$ cat src/rtl/seven_segment_counter_if.sv
// Control/status bundle between firmware-facing logic and the seven-segment counter.
// Build option: SEVSEG_DOWN_COUNT_EN adds the up_down direction select.
interface seven_segment_counter_if;
    logic       enable;
    logic       clear;
    logic       load;
    logic [7:0] load_value;
`ifdef SEVSEG_DOWN_COUNT_EN
    logic       up_down;
`endif
    logic [7:0] count_bcd;
    logic       wrap;
    logic [6:0] segments;
    logic [1:0] digit_en;

`ifdef SEVSEG_DOWN_COUNT_EN
    modport master (
        output enable, clear, load, load_value, up_down,
        input  count_bcd, wrap, segments, digit_en
    );
    modport slave (
        input  enable, clear, load, load_value, up_down,
        output count_bcd, wrap, segments, digit_en
    );
`else
    modport master (
        output enable, clear, load, load_value,
        input  count_bcd, wrap, segments, digit_en
    );
    modport slave (
        input  enable, clear, load, load_value,
        output count_bcd, wrap, segments, digit_en
    );
`endif
endinterface

$ cat src/rtl/seven_segment_counter.sv
// Two-digit BCD counter (00..99) with prescaled stepping and a time-multiplexed
// seven-segment display driver (one shared segment bus, two digit enables).
// Build option: SEVSEG_DOWN_COUNT_EN enables down-counting via bus.up_down.
module seven_segment_counter #(
    parameter int unsigned COUNT_PERIOD = 10_000_000,
    parameter int unsigned DIGIT_PERIOD = 1000
) (
    input  logic                    wb_clk_i,
    input  logic                    wb_rst_i,
    seven_segment_counter_if.slave  bus
);

    localparam int unsigned PW = (COUNT_PERIOD > 1) ? $clog2(COUNT_PERIOD) : 1;
    localparam int unsigned RW = (DIGIT_PERIOD > 1) ? $clog2(DIGIT_PERIOD) : 1;
    localparam logic [PW-1:0] PRESC_LAST = PW'(COUNT_PERIOD - 1);
    localparam logic [RW-1:0] REFR_LAST  = RW'(DIGIT_PERIOD - 1);

    // Count step helpers operate digit-wise so the value never leaves BCD.
    function automatic logic [7:0] bcd_inc(input logic [7:0] v);
        logic [3:0] tens;
        logic [3:0] units;
        tens  = v[7:4];
        units = v[3:0];
        if (units == 4'd9) begin
            units = 4'd0;
            tens  = (tens == 4'd9) ? 4'd0 : tens + 4'd1;
        end else begin
            units = units + 4'd1;
        end
        return {tens, units};
    endfunction

    function automatic logic [7:0] bcd_dec(input logic [7:0] v);
        logic [3:0] tens;
        logic [3:0] units;
        tens  = v[7:4];
        units = v[3:0];
        if (units == 4'd0) begin
            units = 4'd9;
            tens  = (tens == 4'd0) ? 4'd9 : tens - 4'd1;
        end else begin
            units = units - 4'd1;
        end
        return {tens, units};
    endfunction

    // {g,f,e,d,c,b,a}, active high; non-decimal codes blank the digit.
    function automatic logic [6:0] seg_decode(input logic [3:0] d);
        logic [6:0] s;
        case (d)
            4'd0:    s = 7'h3F;
            4'd1:    s = 7'h06;
            4'd2:    s = 7'h5B;
            4'd3:    s = 7'h4F;
            4'd4:    s = 7'h66;
            4'd5:    s = 7'h6D;
            4'd6:    s = 7'h7D;
            4'd7:    s = 7'h07;
            4'd8:    s = 7'h7F;
            4'd9:    s = 7'h6F;
            default: s = 7'h00;
        endcase
        return s;
    endfunction

    logic [PW-1:0] presc_q, presc_d;
    logic [7:0]    count_q, count_d;
    logic          wrap_q, wrap_d;
    logic [RW-1:0] refr_q, refr_d;
    logic [1:0]    digit_en_q, digit_en_d;
    logic [6:0]    seg_q, seg_d;

    logic          tick;
    logic          load_ok;
    logic          count_down;

`ifdef SEVSEG_DOWN_COUNT_EN
    assign count_down = bus.up_down;
`else
    assign count_down = 1'b0;
`endif

    // Out-of-range loads are dropped entirely so the tick still applies that cycle.
    assign tick    = bus.enable && (presc_q == PRESC_LAST);
    assign load_ok = bus.load && (bus.load_value[7:4] <= 4'd9) && (bus.load_value[3:0] <= 4'd9);

    // Next count/prescaler: clear beats load beats tick.
    always_comb begin
        presc_d = presc_q;
        count_d = count_q;
        wrap_d  = 1'b0;
        if (bus.clear) begin
            presc_d = '0;
            count_d = 8'h00;
        end else if (load_ok) begin
            presc_d = '0;
            count_d = bus.load_value;
        end else if (bus.enable) begin
            if (tick) begin
                presc_d = '0;
                if (count_down) begin
                    count_d = bcd_dec(count_q);
                    wrap_d  = (count_q == 8'h00);
                end else begin
                    count_d = bcd_inc(count_q);
                    wrap_d  = (count_q == 8'h99);
                end
            end else begin
                presc_d = presc_q + 1'b1;
            end
        end
    end

    // Free-running digit refresh; segments decode from the next count and next
    // digit select so the bus and the enables always switch together.
    always_comb begin
        refr_d     = refr_q + 1'b1;
        digit_en_d = digit_en_q;
        if (refr_q == REFR_LAST) begin
            refr_d     = '0;
            digit_en_d = {digit_en_q[0], digit_en_q[1]};
        end
        seg_d = seg_decode(digit_en_d[1] ? count_d[7:4] : count_d[3:0]);
    end

    // State registers; reset drops any pending tick immediately.
    always_ff @(posedge wb_clk_i or posedge wb_rst_i) begin
        if (wb_rst_i) begin
            presc_q    <= '0;
            count_q    <= 8'h00;
            wrap_q     <= 1'b0;
            refr_q     <= '0;
            digit_en_q <= 2'b01;
            seg_q      <= 7'h3F;
        end else begin
            presc_q    <= presc_d;
            count_q    <= count_d;
            wrap_q     <= wrap_d;
            refr_q     <= refr_d;
            digit_en_q <= digit_en_d;
            seg_q      <= seg_d;
        end
    end

    assign bus.count_bcd = count_q;
    assign bus.wrap      = wrap_q;
    assign bus.segments  = seg_q;
    assign bus.digit_en  = digit_en_q;

endmodule
$ cat src/flat_wrapper.sv
// flat-port wrapper written by rule: the top's interface ports become plain ports
module seven_segment_counter_flat 
#(
    parameter int unsigned COUNT_PERIOD = 10_000_000,
    parameter int unsigned DIGIT_PERIOD = 1000
)
  (wb_clk_i, wb_rst_i, bus_enable, bus_clear, bus_load, bus_load_value, bus_count_bcd, bus_wrap, bus_segments, bus_digit_en);
  seven_segment_counter_if bus_i ();
  input  logic wb_clk_i;
  input  logic wb_rst_i;
  input wire logic [$bits(bus_i.enable)-1:0] bus_enable;
  input wire logic [$bits(bus_i.clear)-1:0] bus_clear;
  input wire logic [$bits(bus_i.load)-1:0] bus_load;
  input wire logic [$bits(bus_i.load_value)-1:0] bus_load_value;
  output wire logic [$bits(bus_i.count_bcd)-1:0] bus_count_bcd;
  output wire logic [$bits(bus_i.wrap)-1:0] bus_wrap;
  output wire logic [$bits(bus_i.segments)-1:0] bus_segments;
  output wire logic [$bits(bus_i.digit_en)-1:0] bus_digit_en;
  assign bus_i.enable = bus_enable;
  assign bus_i.clear = bus_clear;
  assign bus_i.load = bus_load;
  assign bus_i.load_value = bus_load_value;
  assign bus_count_bcd = bus_i.count_bcd;
  assign bus_wrap = bus_i.wrap;
  assign bus_segments = bus_i.segments;
  assign bus_digit_en = bus_i.digit_en;
  seven_segment_counter #(.COUNT_PERIOD(COUNT_PERIOD), .DIGIT_PERIOD(DIGIT_PERIOD)) u_core (.wb_clk_i(wb_clk_i), .wb_rst_i(wb_rst_i), .bus(bus_i));
endmodule
$ cat config.mk
export PLATFORM = sky130hd
export DESIGN_NAME = seven_segment_counter_flat
export DESIGN_NICKNAME = d
export VERILOG_FILES = /design/src/rtl/seven_segment_counter_if.sv /design/src/rtl/seven_segment_counter.sv /design/src/flat_wrapper.sv
export SDC_FILE = /design/constraint.sdc
export NUM_CORES = 1
export LEC_CHECK = 0
export BUFFER_PORTS_ARGS = -buffer_cell sky130_fd_sc_hd__buf_2
export CAP_MARGIN = 30
export CORE_UTILIZATION = 30
export DETAILED_ROUTE_END_ITERATION = 6
export HOLD_SLACK_MARGIN = 0.15
export PLACE_DENSITY = 0.51
export SETUP_SLACK_MARGIN = 0.5
export SYNTH_ARGS = -nofsm -noshare
export SYNTH_HDL_FRONTEND = slang
export SYNTH_SLANG_ARGS = --single-unit
$ cat constraint.sdc
create_clock -name wb_clk_i -period 6.71 [get_ports wb_clk_i]
set_input_delay 0.3355 -clock wb_clk_i [delete_from_list [all_inputs] [get_ports wb_clk_i]]
set_output_delay 0.3355 -clock wb_clk_i [all_outputs]
set_load 0.005 [all_outputs]
==> run metrics <==
Nets=355; cts hold-fix bufs=0; setup violators final=0; Primary FF master, synth=dfrtp_1; worst vdd ir=0.0749 mV; Initial Utilization=0.314; drt pass-1 iters=4; Root Buffer=clkbuf_8; post-route cell area=0.00334 mm2; Avg Inst Size Synth=9.83 um2; worst setup path start=u_core.refr_q[0]$_DFF_PP0_; DR WL/cell=14.0 um; Post-synth ARST share=1.00; filler cell count=949; crit-path cells=ha_1 > nand2_1 > nor2_1 > and3_1 > mux2i_2 > mux2i_2 > inv_1 > ha_1 > inv_1 > o21ai_0 > o31ai_1; setup bufs post-CTS=0; Max-Slew Margin vs Limit=0.361; outcome=complete, no violations; fin. max-slew vios=0; Yosys warnings=0; via count=2283; ratio of cells with drive above 1 in the final layout=0.199; count leader, synth=dfrtp_1; largest net degree at the start of global routing=53; Register Area=0.00131 mm2; clk_skew=0.00659 ns; Core ar.=0.00942 mm2; DP Worst Slack=3.63 ns; worst setup path class=flop to flop; dominant cells by area after synthesis=dfrtp_1 38%, dfstp_2 6.2%, ha_1 5.1%; Max Fanout on Critical Path=9; post-CTS sizing=0; Final period util=0.458; initial antenna violation count=0; DRC Markers=0; post-synth cell types=53; Worst R2R Start=u_core.refr_q[0]$_DFF_PP0_; GRT Total Usage=0.137; DR vias/cell=4.96; total gr overflow=0; fmax=0.325 GHz; Final Worst Setup Slack=3.63 ns; Fin Hold WS=0.207 ns; Die ar.=0.0103 mm2; Pleak=1.43 nW; diodes inserted=0; Final Hold Viols=0; area grow syn2layout=13.0%; RSZ-0062 raised after global routing=false; min cycle time layout=3.08 ns; global placement routability congestion=0.800; CP endpoint=u_core.bus.segments[2]$_DFF_PP1_; Yosys reg bits=52; Clock Latency Late Sink=0.30 ns; EDFF count, synth=0; area of the multi-input gates=0.00154 mm2; met3 Usage GRT=0.0235; CTS tree=built; Slew @ Worst Pin=0.958 ns; I/O Buffers=30; FF-to-FF setup slack=3.63 ns; busiest grt layer=met2; Placed Area=0.00323 mm2; Vert. Die Dim=101 um; Worst-path clk slew=0.10 ns; Synth area leader=dfrtp_1; Worst Hold Class=input port to async pin; Syn Inst Count=301; Reg2Reg Depth=11; remaining antenna violation count=0; overall power=0.000614 W; r2r endpoint=u_core.bus.segments[2]$_DFF_PP1_; Num CTS Buffers=5; clock sink total=52; TNS Setup=0 ns; Detailed Place HPWL=4490 um; met2 usage=0.207; worst path arrival time=3.29 ns; CP endpoint kind=flop; num ports=31; clock tree buffer depth=2; Worst Path Required=6.92 ns; cell family with most CP delay=multiplexers; slowest stage delay, CP=0.56 ns; Seq/Total Area, Yosys=0.443; vias in the first global route=2193; die span in x=101 um; Buf+Inv Stages, Crit Path=2; CP Launch Type=flop; slowest cell on the critical path=mux2i_2; drt total wl=6440 um; post-synthesis instance area=0.00296 mm2; syn nets=326; most frequent cells after synthesis=45 x dfrtp_1, 40 x nor2_1, 21 x nand3_1, 15 x inv_1, 15 x xor2_1; initial DRC count=89; critical path depth=11; GR Util met1=0.197; max cap viols=0; Synth top area share=0.381; H-tree lvl count=2; row count=35; wire length of the first global-routing pass=10900 um; power per cell area=184 mW/mm2
## worst min path at each step
stage | startpoint | to | cells past startpoint
CTS | wb_rst_i | u_core.refr_q[8]$_DFF_PP0_ | 3
global placement | u_core.refr_q[0]$_DFF_PP0_ | u_core.refr_q[0]$_DFF_PP0_ | 1
detailed placement | u_core.refr_q[0]$_DFF_PP0_ | u_core.refr_q[0]$_DFF_PP0_ | 1
global route | wb_rst_i | u_core.presc_q[18]$_DFFE_PP0P_ | 3
floorplan | u_core.refr_q[0]$_DFF_PP0_ | u_core.refr_q[0]$_DFF_PP0_ | 1
finish | wb_rst_i | u_core.presc_q[18]$_DFFE_PP0P_ | 3
## worst min-delay path, stage by stage
cell	delay, ns
buf_2	0.10
inv_2	0.03
buf_4	0.53
## cells by family after synthesis
| group | Yosys count | synth area share |
|---|---|---|
| simple gates | 131 | 0.251 |
| flops | 52 | 0.443 |
| compound gates | 47 | 0.106 |
| xor+xnor | 25 | 0.0740 |
| buf+inv | 25 | 0.0368 |
| fa+ha+maj | 12 | 0.0507 |
| mux | 9 | 0.0393 |
## flip-flops by register name, summed over array words and instances (netlist names)
signal	count
u_core.bus.wrap	1
u_core.bus.segments	7
u_core.presc_q	24
u_core.bus.count_bcd	8
u_core.bus.digit_en	2
u_core.refr_q	10
## where the power goes
group	internal, W	leakage, nW	switching [W]
sequential	0.000326	0.681	0.00000744
combinational	0.0000250	0.699	0.0000401
clock	0.000111	0.0541	0.000105
total	0.000462	1.43	0.000153
## per-layer routing
metal  vias up  share of wire  routed length, um
li1       1133              -                  -
met1      1095           0.51               3280
met2        51           0.44               2850
met3         4          0.037                236
met4         0          0.012                 76
met5         -              0                  0
## final cells by class
class	instances	area share
sequential	52	0.392
clock inverter	3	0.0127
tap	129	0.0483
inverter	15	0.0168
clock buffer	5	0.0206
timing repair buffer	32	0.0494
multi-input combinational	224	0.461
## cells in the final DEF (no fill, tap or decap), drive strengths merged, types with 3 or more instances in the layout
cell and count:
and4 3, mux2i 7, nor2 40, a21oi 10
o22ai 4, nand4 10, a311oi 4, or4 5
ha 12, buf 32, nand2b 3, xor2 15
nand3 22, dfrtp 45, o21ai 12, inv 15
and3 7, xnor2 10, clkbuf 5, nor3 4
o31ai 6, nand2 14, nor2b 4, a31oi 3
dfstp 7, nor4 4
## through the flow
| stage | util | cells |
|---|---|---|
| after floorplan | - | 301 |
| after global placement | 0.343 | 452 |
| after detailed placement | 0.343 | 452 |
| after CTS | 0.355 | 460 |
| after global routing | 0.355 | 460 |
| final | 0.355 | 460 |
No activity file was read; power rests on OpenSTA's default activity.
